==> src/rtl/pc_step_controller.sv <==
// Sequencer in front of the program counter: turns a debounced step button or free-run
// enable into single-cycle nxt pulses, steers branch overrides and latches hang/alignment faults.
module pc_step_controller #(
  parameter int ADDR_W          = 10,
  parameter int DEBOUNCE_CYCLES = 16,
  parameter int TIMEOUT_CYCLES  = 1024
) (
  input  logic              clk,
  input  logic              rst,
  input  logic              step_btn,
  input  logic              run_en,
  input  logic              halt_req,
  input  logic              exec_done,
  input  logic              branch_req,
  input  logic [ADDR_W-1:0] branch_target,
  output logic              nxt,
  output logic              override_en,
  output logic [ADDR_W-1:0] override_pc,
  output logic              busy,
  output logic              fault,
  output logic [15:0]       issue_count
);

  localparam int DB_W = $clog2(DEBOUNCE_CYCLES + 1);
  localparam int TO_W = $clog2(TIMEOUT_CYCLES + 1);
  localparam logic [DB_W-1:0] DB_LAST = DB_W'(DEBOUNCE_CYCLES - 1);
  localparam logic [TO_W-1:0] TO_LAST = TO_W'(TIMEOUT_CYCLES - 1);

  localparam logic [1:0] S_IDLE  = 2'd0;
  localparam logic [1:0] S_ISSUE = 2'd1;
  localparam logic [1:0] S_WAIT  = 2'd2;
  localparam logic [1:0] S_FAULT = 2'd3;

  logic              sync1, sync2;
  logic              db_level, db_prev;
  logic [DB_W-1:0]   db_cnt;
  logic              step_evt;
  logic [1:0]        state;
  logic [TO_W-1:0]   to_cnt;
  logic              pend_br;
  logic [ADDR_W-1:0] pend_tgt;

  always_ff @(posedge clk or posedge rst) begin
    if (rst) begin
      sync1 <= 1'b0;
      sync2 <= 1'b0;
    end else begin
      sync1 <= step_btn;
      sync2 <= sync1;
    end
  end

  // The level only flips after an unbroken run of disagreeing samples; any agreement restarts the run.
  always_ff @(posedge clk or posedge rst) begin
    if (rst) begin
      db_level <= 1'b0;
      db_cnt   <= '0;
      db_prev  <= 1'b0;
    end else begin
      db_prev <= db_level;
      if (sync2 != db_level) begin
        if (db_cnt == DB_LAST) begin
          db_level <= sync2;
          db_cnt   <= '0;
        end else begin
          db_cnt <= db_cnt + 1'b1;
        end
      end else begin
        db_cnt <= '0;
      end
    end
  end

  assign step_evt = db_level & ~db_prev;

  always_ff @(posedge clk or posedge rst) begin
    if (rst) begin
      state       <= S_IDLE;
      to_cnt      <= '0;
      pend_br     <= 1'b0;
      pend_tgt    <= '0;
      issue_count <= '0;
    end else begin
      case (state)
        S_IDLE: begin
          if (!halt_req && (step_evt || run_en)) state <= S_ISSUE;
        end
        S_ISSUE: begin
          issue_count <= issue_count + 16'd1;
          pend_br     <= 1'b0;
          to_cnt      <= '0;
          state       <= S_WAIT;
        end
        S_WAIT: begin
          // Retirement takes priority over a timeout landing on the same cycle.
          if (exec_done) begin
            pend_br  <= branch_req;
            pend_tgt <= branch_target;
            to_cnt   <= '0;
            state    <= (branch_req && (branch_target[1:0] != 2'b00)) ? S_FAULT : S_IDLE;
          end else if (to_cnt == TO_LAST) begin
            to_cnt <= '0;
            state  <= S_FAULT;
          end else begin
            to_cnt <= to_cnt + 1'b1;
          end
        end
        S_FAULT: state <= S_FAULT;
        default: state <= S_IDLE;
      endcase
    end
  end

  assign nxt         = (state == S_ISSUE);
  assign override_en = nxt & pend_br;
  assign override_pc = nxt ? pend_tgt : '0;
  assign busy        = (state == S_ISSUE) || (state == S_WAIT);
  assign fault       = (state == S_FAULT);

endmodule
==> config.mk <==
export PLATFORM = sky130hd
export DESIGN_NAME = pc_step_controller
export DESIGN_NICKNAME = d
export VERILOG_FILES = /design/src/rtl/pc_step_controller.sv
export SDC_FILE = /design/constraint.sdc
export NUM_CORES = 1
export LEC_CHECK = 0
export CAP_MARGIN = 20
export CORE_MARGIN = 8
export CORE_UTILIZATION = 55
export CTS_BUF_LIST = sky130_fd_sc_hd__clkbuf_4 sky130_fd_sc_hd__clkbuf_8 sky130_fd_sc_hd__clkbuf_16
export CTS_CLUSTER_DIAMETER = 60
export DETAILED_ROUTE_END_ITERATION = 8
export HOLD_SLACK_MARGIN = 0.1
export PLACE_DENSITY = 0.87
export REMOVE_ABC_BUFFERS = 1
export SLEW_MARGIN = 5
export SYNTH_ARGS = -nofsm -noshare
export SYNTH_HDL_FRONTEND = slang
export SYNTH_SLANG_ARGS = --single-unit
export TNS_END_PERCENT = 1
==> constraint.sdc <==
create_clock -name clk -period 4.6 [get_ports clk]
set_input_delay 0.69 -clock clk [delete_from_list [all_inputs] [get_ports clk]]
set_output_delay 0.69 -clock clk [all_outputs]
set_load 0.005 [all_outputs]
# Word level (Yosys, flattened, before mapping)
# Index checks and enable logic that the tools add are counted.
[word_totals]
output_inout_bits = 30
word_cells = 50
reg_bits = 49
input_bits = 17
[op_classes]
mux = 13
n_bitwise = 3
addsub = 3
n_eq_ne = 9
n_reduce_logical = 12
[ops]
columns = ["op", "count"]
rows = [
  ["$mux W11", 2],
  ["$pmux W11 S2", 1],
  ["$add A16 B1 Y16 const B", 1],
  ["$add A11 B1 Y11 const B", 1],
  ["$eq A11 B10 Y1 const B", 1],
  ["$mux W10", 1],
  ["$mux W5", 2],
  ["$mux W2", 4],
  ["$pmux W2 S4", 1],
  ["$reduce_and A2 Y1", 4],
  ["$add A5 B1 Y5 const B", 1],
  ["$eq A5 B4 Y1 const B", 1],
  ["$eq A2 B2 Y1 const B", 2],
  ["$ne A2 B2 Y1 const B", 2],
  ["$reduce_bool A2 Y1", 2],
  ["$ne A3 B3 Y1 const B", 1],
  ["$and A1 B1 Y1", 2],
  ["$eq A2 B1 Y1 const B", 1],
  ["$logic_and A1 B1 Y1", 2],
  ["$logic_not A2 Y1", 1],
  ["$logic_or A1 B1 Y1", 2],
  ["$pmux W1 S2", 1],
  ["$logic_not A1 Y1", 1],
  ["$mux W1", 1],
  ["2 further kinds", 2],
]

# Depth between registers and ports, before layout
# Gate-level depths: netlist of run 1.
[logic_depth]
depth_word = 6
depth_mapped = 8
depth_no_buf = 6

# Least setup slack after synthesis of run 1
# OpenSTA, ideal clock, no wires.
[synth_timing]
kind = "register -> output"
startpoint = "register state[1]"
endpoint = "output override_pc[0]"
required_ns = 3.910
n_path_buf = 2
stages_incl_launch_ff = 6
t_arrival_ns = 1.169
path_slack_ns = 2.741
path_cell_list = "dfrtp_1 -> inv_1 -> ha_1 -> buf_4 -> clkbuf_1 -> and2_1"
[synth_via]
elab_chain_len = 2
[synth_lines]
columns = ["item", "line", "source"]
rows = [
  ["start, declared", "38", "logic [1:0] state;"],
  ["start signal, assigned", "100", "state <= (branch_req && (branch_target[1:0] != 2'b00)) ? S_FAULT : S_IDLE;"],
  ["$eq A2 B1 Y1", "114", "assign nxt = (state == S_ISSUE);"],
  ["net nxt", "16", "output logic nxt,"],
  ["$mux W10", "116", "assign override_pc = nxt ? pend_tgt : '0;"],
  ["end, declared", "18", "output logic [ADDR_W-1:0] override_pc,"],
]
# The timed path passes the listed nets, and every way through them passes these cells.

# Worst setup path after layout of run 1
[layout_timing]
startpoint = "register state[1]"
endpoint = "output override_pc[5]"
[layout_via]
elab_chain_len = 2
[layout_lines]
columns = ["item", "line"]
rows = [
  ["$eq A2 B1 Y1", "114"],
  ["$mux W10", "116"],
]
# Every way passes these cells.

==> impl_results.md, run 1 <==
* Mapped cell area at 0.00230 sq mm
* Arr. time, crit path at 2110 ps
* Ys async rst share at 1.00
* Total Nets Final at 276
* CP Launch Type: register
* Placer Congestion at 0.749
* Drt pass-1 iters at 4
* DRC at 0
* PortBufs at 46
* CP required at 3910 ps
* Root Driver: clkbuf_8
* Antenna violations before repair at 0
* FMAX at 357 MHz
* CTS Buffer Depth at 2
* Total negative setup slack at 0 ps
* Post-DP HPWL at 3310 um
* Number of synthesized flops with an enable pin at 0
* Total wire length at 4600 um
* Crit Path Class: reg -> out
* Final period util at 0.609
* Worst-path clk slew at 80 ps
* Max_cap viols at 0
* Row count at 23
* Setup Skew at 9.16 ps
* CP endpoint kind: primary output
* Place WS at 2070 ps
* Predominant post-synthesis flop cell: dfrtp_1
* Worst setup margin at 1800 ps
* Syn_area_per_cell at 11.3 sq um
* First-pass GRT wire length at 7720 um
* Starting Density at 0.574
* Final Hold Fails at 0
* Cts hold-fix bufs at 0
* Vias at 1609
* Crit Path Max Fanout at 18
* Yosys warns at 0
* Die H at 80.6 um
* Reg area at 0.00123 sq mm
* Hold depth at 0
* Hold WS at 365 ps
* CTS tree: done
* Status: finished, final reports clean
* H-tree depth at 2
* DP Area at 0.00279 sq mm
* Endpoints failing setup at 0
* #FFs+latches synth at 49
* Congestion Overflow GR at 0
* Layout cells sized above 1 at 0.103
* Die W at 80.6 um
* Vias in the first global route at 1722
* N_diodes at 0
* Leakage at 0.00139 uW
* Layout overhead on the synthesized area at 27.9%
* Design Area, Final at 0.00294 sq mm
* Post-synthesis sequential area ratio at 0.534
* Num CTS Buffers at 5
* Mapped Cells at 203
* Worst VDD drop at 0.237 mV
* Multi-input combinational cell area at 0.00101 sq mm
* Clock sink count at 49
* Minimum clock period at 2800 ps
* Worst Tran Pin Value at 522 ps
* RSZ-0062 raised after global routing: no
* Layout filler cell count at 285
* Reg2Reg Depth at 6
* Clk_lat worst skew at 300 ps
* IO Pins at 47
* Core Box Area at 0.00400 sq mm
* Worst Hold Class: reg -> reg
* Slew Limit Fails at 0
* Cell area power density at 279 mW/mm^2
* Detail Route Antenna Nets at 0
* Initial DRC count at 119
* Rel. slew slack at 0.652
* Largest net degree at the start of global routing at 50
* Post-DR wirelength/cell at 15.2 um
* Post_cts resized at 0
* Postcts setup bufs at 0
* Final core utilization at 0.735
* Die ar. at 0.00650 sq mm
* Avg Vias per Cell at 5.33
* Library cells used by synthesis at 40
* Total Routing Usage GR at 0.150
## registers in the layout (all words and copies together) (netlist names), 2 cells and up
name / cells
issue_count: 16
to_cnt: 11
pend_tgt: 10
db_cnt: 5
state: 2
## stage by stage
step	instances	power [uW]
3_5_place_dp	293	472
5_1_grt	302	850
3_3_place_gp	293	471
6_report	302	819
2_1_floorplan	197	454
4_1_cts	301	825
## cell families after synthesis
family / synth area share
and+or+nand+nor: 0.173
DFF: 0.534
AOI/OAI and AO/OA: 0.0795
xor gates and xnor gates: 0.0763
muxes: 0.0692
buffers and inverters: 0.0251
adders and majority gates: 0.0436
## layer usage
layer / GRT usage / routed length (um) / share of wire / vias to the layer above
met5: 0 / 0 / 0 / -
met1: 0.170 / 1980 / 0.43 / 776
li1: - / - / - / 791
met3: 0.0592 / 310 / 0.067 / 5
met2: 0.249 / 2240 / 0.49 / 37
met4: 0.0564 / 64 / 0.014 / 0
## power breakdown
group	internal (uW)	total [uW]	switching [uW]	leakage (uW)
sequential	433	435	2.04	0.000657
combinational	16.2	29.3	13.1	0.000660
clock	216	355	139	0.0000681
## cells in the mapped netlist, types with 2 or more instances
cell type | count | share of area
dfrtp_1 | 49 | 0.53
nand2_1 | 16 | 0.026
and2_1 | 13 | 0.035
o21ai_0 | 12 | 0.026
mux2_2 | 11 | 0.054
xnor2_1 | 11 | 0.042
nor2_1 | 10 | 0.016
xor2_1 | 9 | 0.034
and3_1 | 8 | 0.022
ha_1 | 8 | 0.044
nand3_1 | 8 | 0.017
inv_1 | 6 | 0.0098
a21oi_1 | 3 | 0.0065
clkbuf_1 | 3 | 0.0049
nand3b_1 | 3 | 0.0098
nand4_1 | 3 | 0.0082
o2bb2ai_1 | 3 | 0.011
a31oi_1 | 2 | 0.0054
mux2i_1 | 2 | 0.0087
nand2b_1 | 2 | 0.0054
o31ai_1 | 2 | 0.0065
## worst max-delay path: stages, from the launching register on
cell             delay, ps
dfrtp_1                430
inv_1                  120
ha_1                   500
and2_1                 220
clkdlybuf4s50_1        540
## cell usage in the layout, fill, tap and decap left out, drive strengths merged
cell type and n:
a31oi 2, clkinv 1, nor3 2, a32o 1, nand4 4, mux2 12, nand2 16, clkbuf 5
clkdlybuf4s50 46, o311a 1, a21boi 1, and4 1, xor2 9, and3 8, and2 13, and2b 1
a21oi 3, bufinv 2, ha 8, o21ai 13, mux2i 2, buf 1, nand3 8, o2bb2ai 3
nor2 10, nor4 1, nand2b 3, and3b 1, inv 6, xnor2 11, a31o 1, nand3b 3
dfrtp 49, nor2b 1, o31ai 3
## cell type report
| cell class | count | share of cell area |
|---|---|---|
| Tap cell | 50 | 0.0213 |
| Clock inverter | 3 | 0.0221 |
| Clock buffer | 5 | 0.0234 |
| Sequential cell | 49 | 0.417 |
| Multi-Input combinational cell | 142 | 0.345 |
| Timing Repair Buffer | 47 | 0.163 |
| Inverter | 6 | 0.00766 |
## path summary, 6_finish.rpt
path                                           start                     endpoint  slack (ps)
worst max register to register  state[1]$_DFFE_PP0P_  issue_count[11]$_DFFE_PP0P_        2490
worst min register to register       sync1$_DFF_PP0_              sync2$_DFF_PP0_         370
min in group asynchronous                        rst   issue_count[5]$_DFFE_PP0P_         580
worst min-delay path                 sync1$_DFF_PP0_              sync2$_DFF_PP0_         370
worst max-delay path            state[1]$_DFFE_PP0P_               override_pc[5]        1800
max in group asynchronous                        rst      pend_tgt[9]$_DFFE_PP0P_        3560
No activity file was read; power rests on OpenSTA's default activity.
==> run 2: changes to the inputs <==
--- a/config.mk
+++ b/config.mk
@@ -7,12 +7,12 @@
 export LEC_CHECK = 0
 export CAP_MARGIN = 20
 export CORE_MARGIN = 8
-export CORE_UTILIZATION = 55
+export CORE_UTILIZATION = 46
 export CTS_BUF_LIST = sky130_fd_sc_hd__clkbuf_4 sky130_fd_sc_hd__clkbuf_8 sky130_fd_sc_hd__clkbuf_16
 export CTS_CLUSTER_DIAMETER = 60
 export DETAILED_ROUTE_END_ITERATION = 8
 export HOLD_SLACK_MARGIN = 0.1
-export PLACE_DENSITY = 0.87
+export PLACE_DENSITY = 0.78
 export REMOVE_ABC_BUFFERS = 1
 export SLEW_MARGIN = 5
 export SYNTH_ARGS = -nofsm -noshare
==> constraint.sdc (replaced) <==
create_clock -name clk -period 2.52 [get_ports clk]
set_input_delay 0.378 -clock clk [delete_from_list [all_inputs] [get_ports clk]]
set_output_delay 0.378 -clock clk [all_outputs]
set_load 0.005 [all_outputs]
==> impl_results.md, run 2 (synthesis gave the netlist of run 1 again) <==
* CP required at 2140 ps (-1770 ps)
* Total Routing Usage GR at 0.126 (-0.0239)
* Status: finished, final reports clean
* CP Launch Type: register
* Reg with most FFs: issue_count
* Layout filler cell count at 396 (+39%)
* Worst VDD drop at 0.362 mV (+53%)
* Post-DP HPWL at 3360 um (+1.3%)
* Hold WS at 364 ps (-1.38 ps)
* Endpoints failing setup at 0 (unchanged)
* Layout cells sized above 1 at 0.111 (+0.00750)
* Setup Skew at 6.94 ps (-2.22 ps)
* Worst Tran Pin Value at 495 ps (-27.1 ps)
* Slew Limit Fails at 0 (unchanged)
* Place WS at 411 ps (-1660 ps)
* R2R Path Start: state[1]$_DFFE_PP0P_
* Minimum clock period at 2290 ps
* Die ar. at 0.00751 sq mm (+16%)
* IO Pins at 47 (unchanged)
* Layout overhead on the synthesized area at 28.3%
* Die W at 86.7 um (+7.5%)
* Num CTS Buffers at 5 (unchanged)
* DP Area at 0.00284 sq mm (+2.0%)
* CTS tree: done
* Final period util at 0.907
* Final core utilization at 0.616 (-0.119)
* Largest net degree at the start of global routing at 28 (-44%)
* CP endpoint kind: primary output
* Antenna violations before repair at 0 (unchanged)
* Vias at 1587 (-1.4%)
* Final Hold Fails at 0 (unchanged)
* Cell area power density at 467 mW/mm^2 (+67%)
* Top Registers: issue_count x16, to_cnt x11, pend_tgt x10
* Arr. time, crit path at 1910 ps (-200 ps)
* Clk_lat worst skew at 300 ps (about the same)
* R2r setup slk at 650 ps (-1840 ps)
* Clock sink count at 49 (unchanged)
* Cts hold-fix bufs at 0 (unchanged)
* Commonest non-fill, non-tap cell in the layout: dfrtp_1
* Rel. slew slack at 0.669 (+0.0176)
* Number of flip-flops in the largest register at 16 (unchanged)
* Vias in the first global route at 1649 (-4.2%)
* Die H at 86.7 um (+7.5%)
* Total Nets Final at 278 (+0.72%)
* Leakage at 0.00138 uW (-0.32%)
* Root Driver: clkbuf_8
* Avg Vias per Cell at 4.96 (-6.9%)
* Crit Path Max Fanout at 16 (-2)
* Initial DRC count at 46 (-61%)
* Total wire length at 4420 um (-3.9%)
* Min-delay src: sync1$_DFF_PP0_
* DRC at 0 (unchanged)
* Worst-path clk slew at 80 ps (about the same)
* Max_cap viols at 0 (unchanged)
* First-pass GRT wire length at 7530 um (-2.4%)
* Design Area, Final at 0.00295 sq mm (+0.30%)
* Most frequent cells in the layout: 49 x dfrtp_1, 46 x clkdlybuf4s50_1, 16 x nand2_1
* Detail Route Antenna Nets at 0 (unchanged)
* Starting Density at 0.480 (-0.0943)
* Worst Hold Class: reg -> reg
* H-tree depth at 2 (unchanged)
* Post_cts resized at 0 (unchanged)
* RSZ-0062 raised after global routing: no
* Postcts setup bufs at 0 (unchanged)
* PortBufs at 46 (unchanged)
* Drt pass-1 iters at 4 (unchanged)
* Total negative setup slack at 0 ps (unchanged)
* CTS Buffer Depth at 2 (unchanged)
* Crit Path Class: reg -> out
* Worst setup margin at 235 ps (-1560 ps)
* Placer Congestion at 0.801 (+7.0%)
* Row count at 25 (+8.7%)
* Post-DR wirelength/cell at 13.8 um (-9.3%)
* Crit path from: state[1]$_DFFE_PP0P_
* Core Box Area at 0.00479 sq mm (+20%)
* Congestion Overflow GR at 0 (unchanged)
* FMAX at 438 MHz
* N_diodes at 0 (unchanged)
-- run 2: cell count changes in the layout (fill, tap and decap cells not counted) --
cell	before	now
buf_4	0	2
ha_1	8	7
ha_2	0	1
bufinv_16	2	1
-- run 2: per-layer routing --
metal  wire length (um)  global-route usage  vias up
li1                   -                   -      795
met1               2010               0.146      755
met2               2130               0.208       29
met3                216              0.0416        8
met4                 67              0.0563        0
met5                  0                   0        -
-- run 2: cell type report --
cell class	instances	area, sq um	share of cell area
multi-input cells	142	1020	0.345
repair buffers	49	495	0.168
clock inverters	2	35.0	0.0119
clock buffers	5	68.8	0.0233
well taps	67	83.8	0.0284
inverters	6	22.5	0.00764
flip-flops and latches	49	1230	0.416
-- run 2: stage by stage --
| stage | total power [uW] | instances |
|---|---|---|
| after global placement | 864 | 313 |
| after floorplan | 829 | 197 |
| after CTS | 1400 | 320 |
| final | 1380 | 320 |
| after detailed placement | 865 | 313 |
| after global routing | 1430 | 320 |
-- run 2: critical path, stage by stage, from the launching register on --
cell and delay, ps:
dfrtp_1 440, inv_1 120, ha_2 350, and2_1 190, clkdlybuf4s50_1 500
-- run 2: power breakdown --
group | internal (uW) | switching (uW) | total (uW)
Sequential | 791 | 3.85 | 795
Clock | 288 | 239 | 528
Combinational | 29.5 | 23.6 | 53.0
-- run 2: final timing paths --
check                                                    to  cells past startpoint
worst max-delay path                         override_pc[2]                      4
worst min-delay path                        sync2$_DFF_PP0_                      0
worst max register to register  issue_count[11]$_DFFE_PP0P_                      6
worst min register to register              sync2$_DFF_PP0_                      0
max in group asynchronous             to_cnt[3]$_DFFE_PP0P_                      3
min in group asynchronous                   sync2$_DFF_PP0_                      2
==> run 3: changes to the inputs <==
==> constraint.sdc (replaced) <==
create_clock -name clk -period 2.52 [get_ports clk]
set_input_delay 0.378 -clock clk [delete_from_list [all_inputs] [get_ports clk]]
set_output_delay 0.378 -clock clk [all_outputs]
set_load 0.01 [all_outputs]
==> impl_results.md, run 3 (synthesis gave the netlist of run 1 again) <==
* Status: finished, final reports clean
* Die ar. at 0.00751 sq mm (unchanged)
* Total negative setup slack at 0 ps (unchanged)
* Postcts setup bufs at 0 (unchanged)
* Leakage at 0.00140 uW (+1.2%)
* Detail Route Antenna Nets at 0 (unchanged)
* Setup Skew at 7.15 ps (+0.214 ps)
* Initial DRC count at 106 (+130%)
* Most frequent cells in the layout: 49 x dfrtp_1, 46 x clkdlybuf4s50_1, 16 x nand2_1
* Layout cells sized above 1 at 0.110 (-0.000436)
* R2R Path Start: state[1]$_DFFE_PP0P_
* Congestion Overflow GR at 0 (unchanged)
* Top Registers: issue_count x16, to_cnt x11, pend_tgt x10
* Root Driver: clkbuf_8
* Hold WS at 357 ps (-6.93 ps)
* Cell area power density at 510 mW/mm^2 (+9.2%)
* Final period util at 0.922 (+0.0153)
* Post-DR wirelength/cell at 14.2 um (+2.5%)
* Post_cts resized at 0 (unchanged)
* IO Pins at 47 (unchanged)
* Die H at 86.7 um (unchanged)
* Arr. time, crit path at 1950 ps (+40 ps)
* Total Nets Final at 278 (unchanged)
* Clk_lat worst skew at 310 ps (about the same)
* Slowest library cell on the worst path: clkdlybuf4s50_1
* Worst path max stage delay at 550 ps (+50 ps)
* CP endpoint kind: primary output
* Commonest non-fill, non-tap cell in the layout: dfrtp_1
* N_diodes at 0 (unchanged)
* Worst VDD drop at 0.350 mV (-3.4%)
* DP Area at 0.00284 sq mm (unchanged)
* Total Routing Usage GR at 0.129 (+0.00308)
* Vias at 1606 (+1.2%)
* Min-delay src: sync1$_DFF_PP0_
* Crit path cell chain: inv_1 > ha_1 > buf_4 > and2_1 > clkdlybuf4s50_1
* Design Area, Final at 0.00298 sq mm (+1.1%)
* Final Hold Fails at 0 (unchanged)
* DRC at 0 (unchanged)
* Placer Congestion at 0.818 (+2.1%)
* Number of flip-flops in the largest register at 16 (unchanged)
* Max_cap viols at 0 (unchanged)
* Drt pass-1 iters at 3 (-1)
* CP Launch Type: register
* Layout overhead on the synthesized area at 29.7%
* Total power at 1520 uW (+10%)
* FMAX at 430 MHz (-1.7%)
* Avg Vias per Cell at 5.00 (+0.88%)
* Post-DP HPWL at 3280 um (-2.3%)
* Total wire length at 4550 um (+2.9%)
* RSZ-0062 raised after global routing: no
* Minimum clock period at 2320 ps (+38.5 ps)
* Largest net degree at the start of global routing at 26 (-7.1%)
* CTS Buffer Depth at 2 (unchanged)
* PortBufs at 46 (unchanged)
* Antenna violations before repair at 0 (unchanged)
* Core Box Area at 0.00479 sq mm (unchanged)
* Layout filler cell count at 401 (+1.3%)
* Reg with most FFs: issue_count
* H-tree depth at 2 (unchanged)
* Rel. slew slack at 0.640 (-0.0293)
* Row count at 25 (unchanged)
* Num CTS Buffers at 5 (unchanged)
* Clock sink count at 49 (unchanged)
* Worst Hold Class: reg -> reg
* Crit Path Class: reg -> out
* CP required at 2140 ps (about the same)
* First-pass GRT wire length at 7640 um (+1.4%)
* Slew Limit Fails at 0 (unchanged)
* Endpoints failing setup at 0 (unchanged)
* Vias in the first global route at 1617 (-1.9%)
* Crit Path Max Fanout at 18 (+2)
* Die W at 86.7 um (unchanged)
* Cts hold-fix bufs at 0 (unchanged)
* Worst Tran Pin Value at 539 ps (+43.9 ps)
* Worst-path clk slew at 90 ps (about the same)
* Starting Density at 0.480 (unchanged)
* Crit path from: state[1]$_DFFE_PP0P_
* CTS tree: done
==> run 3: cell types whose count changed in the layout (fill, tap and decap cells not counted) <==
cell	change
ha_1	+1
ha_2	-1
clkinv_2	-1
inv_6	+1
bufinv_16	+1
==> run 3: cell type report <==
type                       instances  area [sq um]  share of cell area
inverter                           6          22.5             0.00756
tap                               67          83.8              0.0281
timing repair buffer              49           495               0.166
multi-input combinational        142          1010               0.340
sequential                        49          1230               0.412
clock inverter                     3          68.8              0.0231
clock buffer                       5          68.8              0.0231
==> run 3: critical path, delay by kind of cell, from the launching register on <==
family	cells	cell delay [ps]
fa+ha+maj	1	150
simple gates	1	150
buf+inv	3	880
flops	1	450
==> run 3: power breakdown <==
part / switching [uW] / internal (uW) / leakage (uW) / total, uW
combinational: 24.0 / 29.5 / 0.000671 / 53.5
sequential: 3.59 / 791 / 0.000657 / 795
clock: 271 / 399 / 0.0000687 / 670
==> run 3: final timing paths <==
path                                               end  slack [ps]  depth (start not counted)
hold / removal                         sync2$_DFF_PP0_         360                          0
hold reg to reg                        sync2$_DFF_PP0_         360                          0
max in group asynchronous  issue_count[15]$_DFFE_PP0P_        1570                          3
min in group asynchronous      pend_tgt[6]$_DFFE_PP0P_         430                          2
setup / recovery                        override_pc[1]         200                          5
setup reg to reg           issue_count[11]$_DFFE_PP0P_         640                          7
==> run 3: per-stage QoR <==
stage	cells	worst slack, ps	utilization
4_1_cts	321	170	0.622
6_report	321	196	0.622
2_1_floorplan	197	688	-
5_1_grt	321	80.8	0.622
3_3_place_gp	313	539	0.594
3_5_place_dp	313	531	0.594
==> run 3: routing by layer <==
layer / up-vias / part of all wire / track usage
li1: 798 / - / -
met1: 776 / 0.42 / 0.144
met2: 27 / 0.51 / 0.219
met3: 5 / 0.062 / 0.0520
met4: 0 / 0.013 / 0.0423
met5: - / 0 / 0
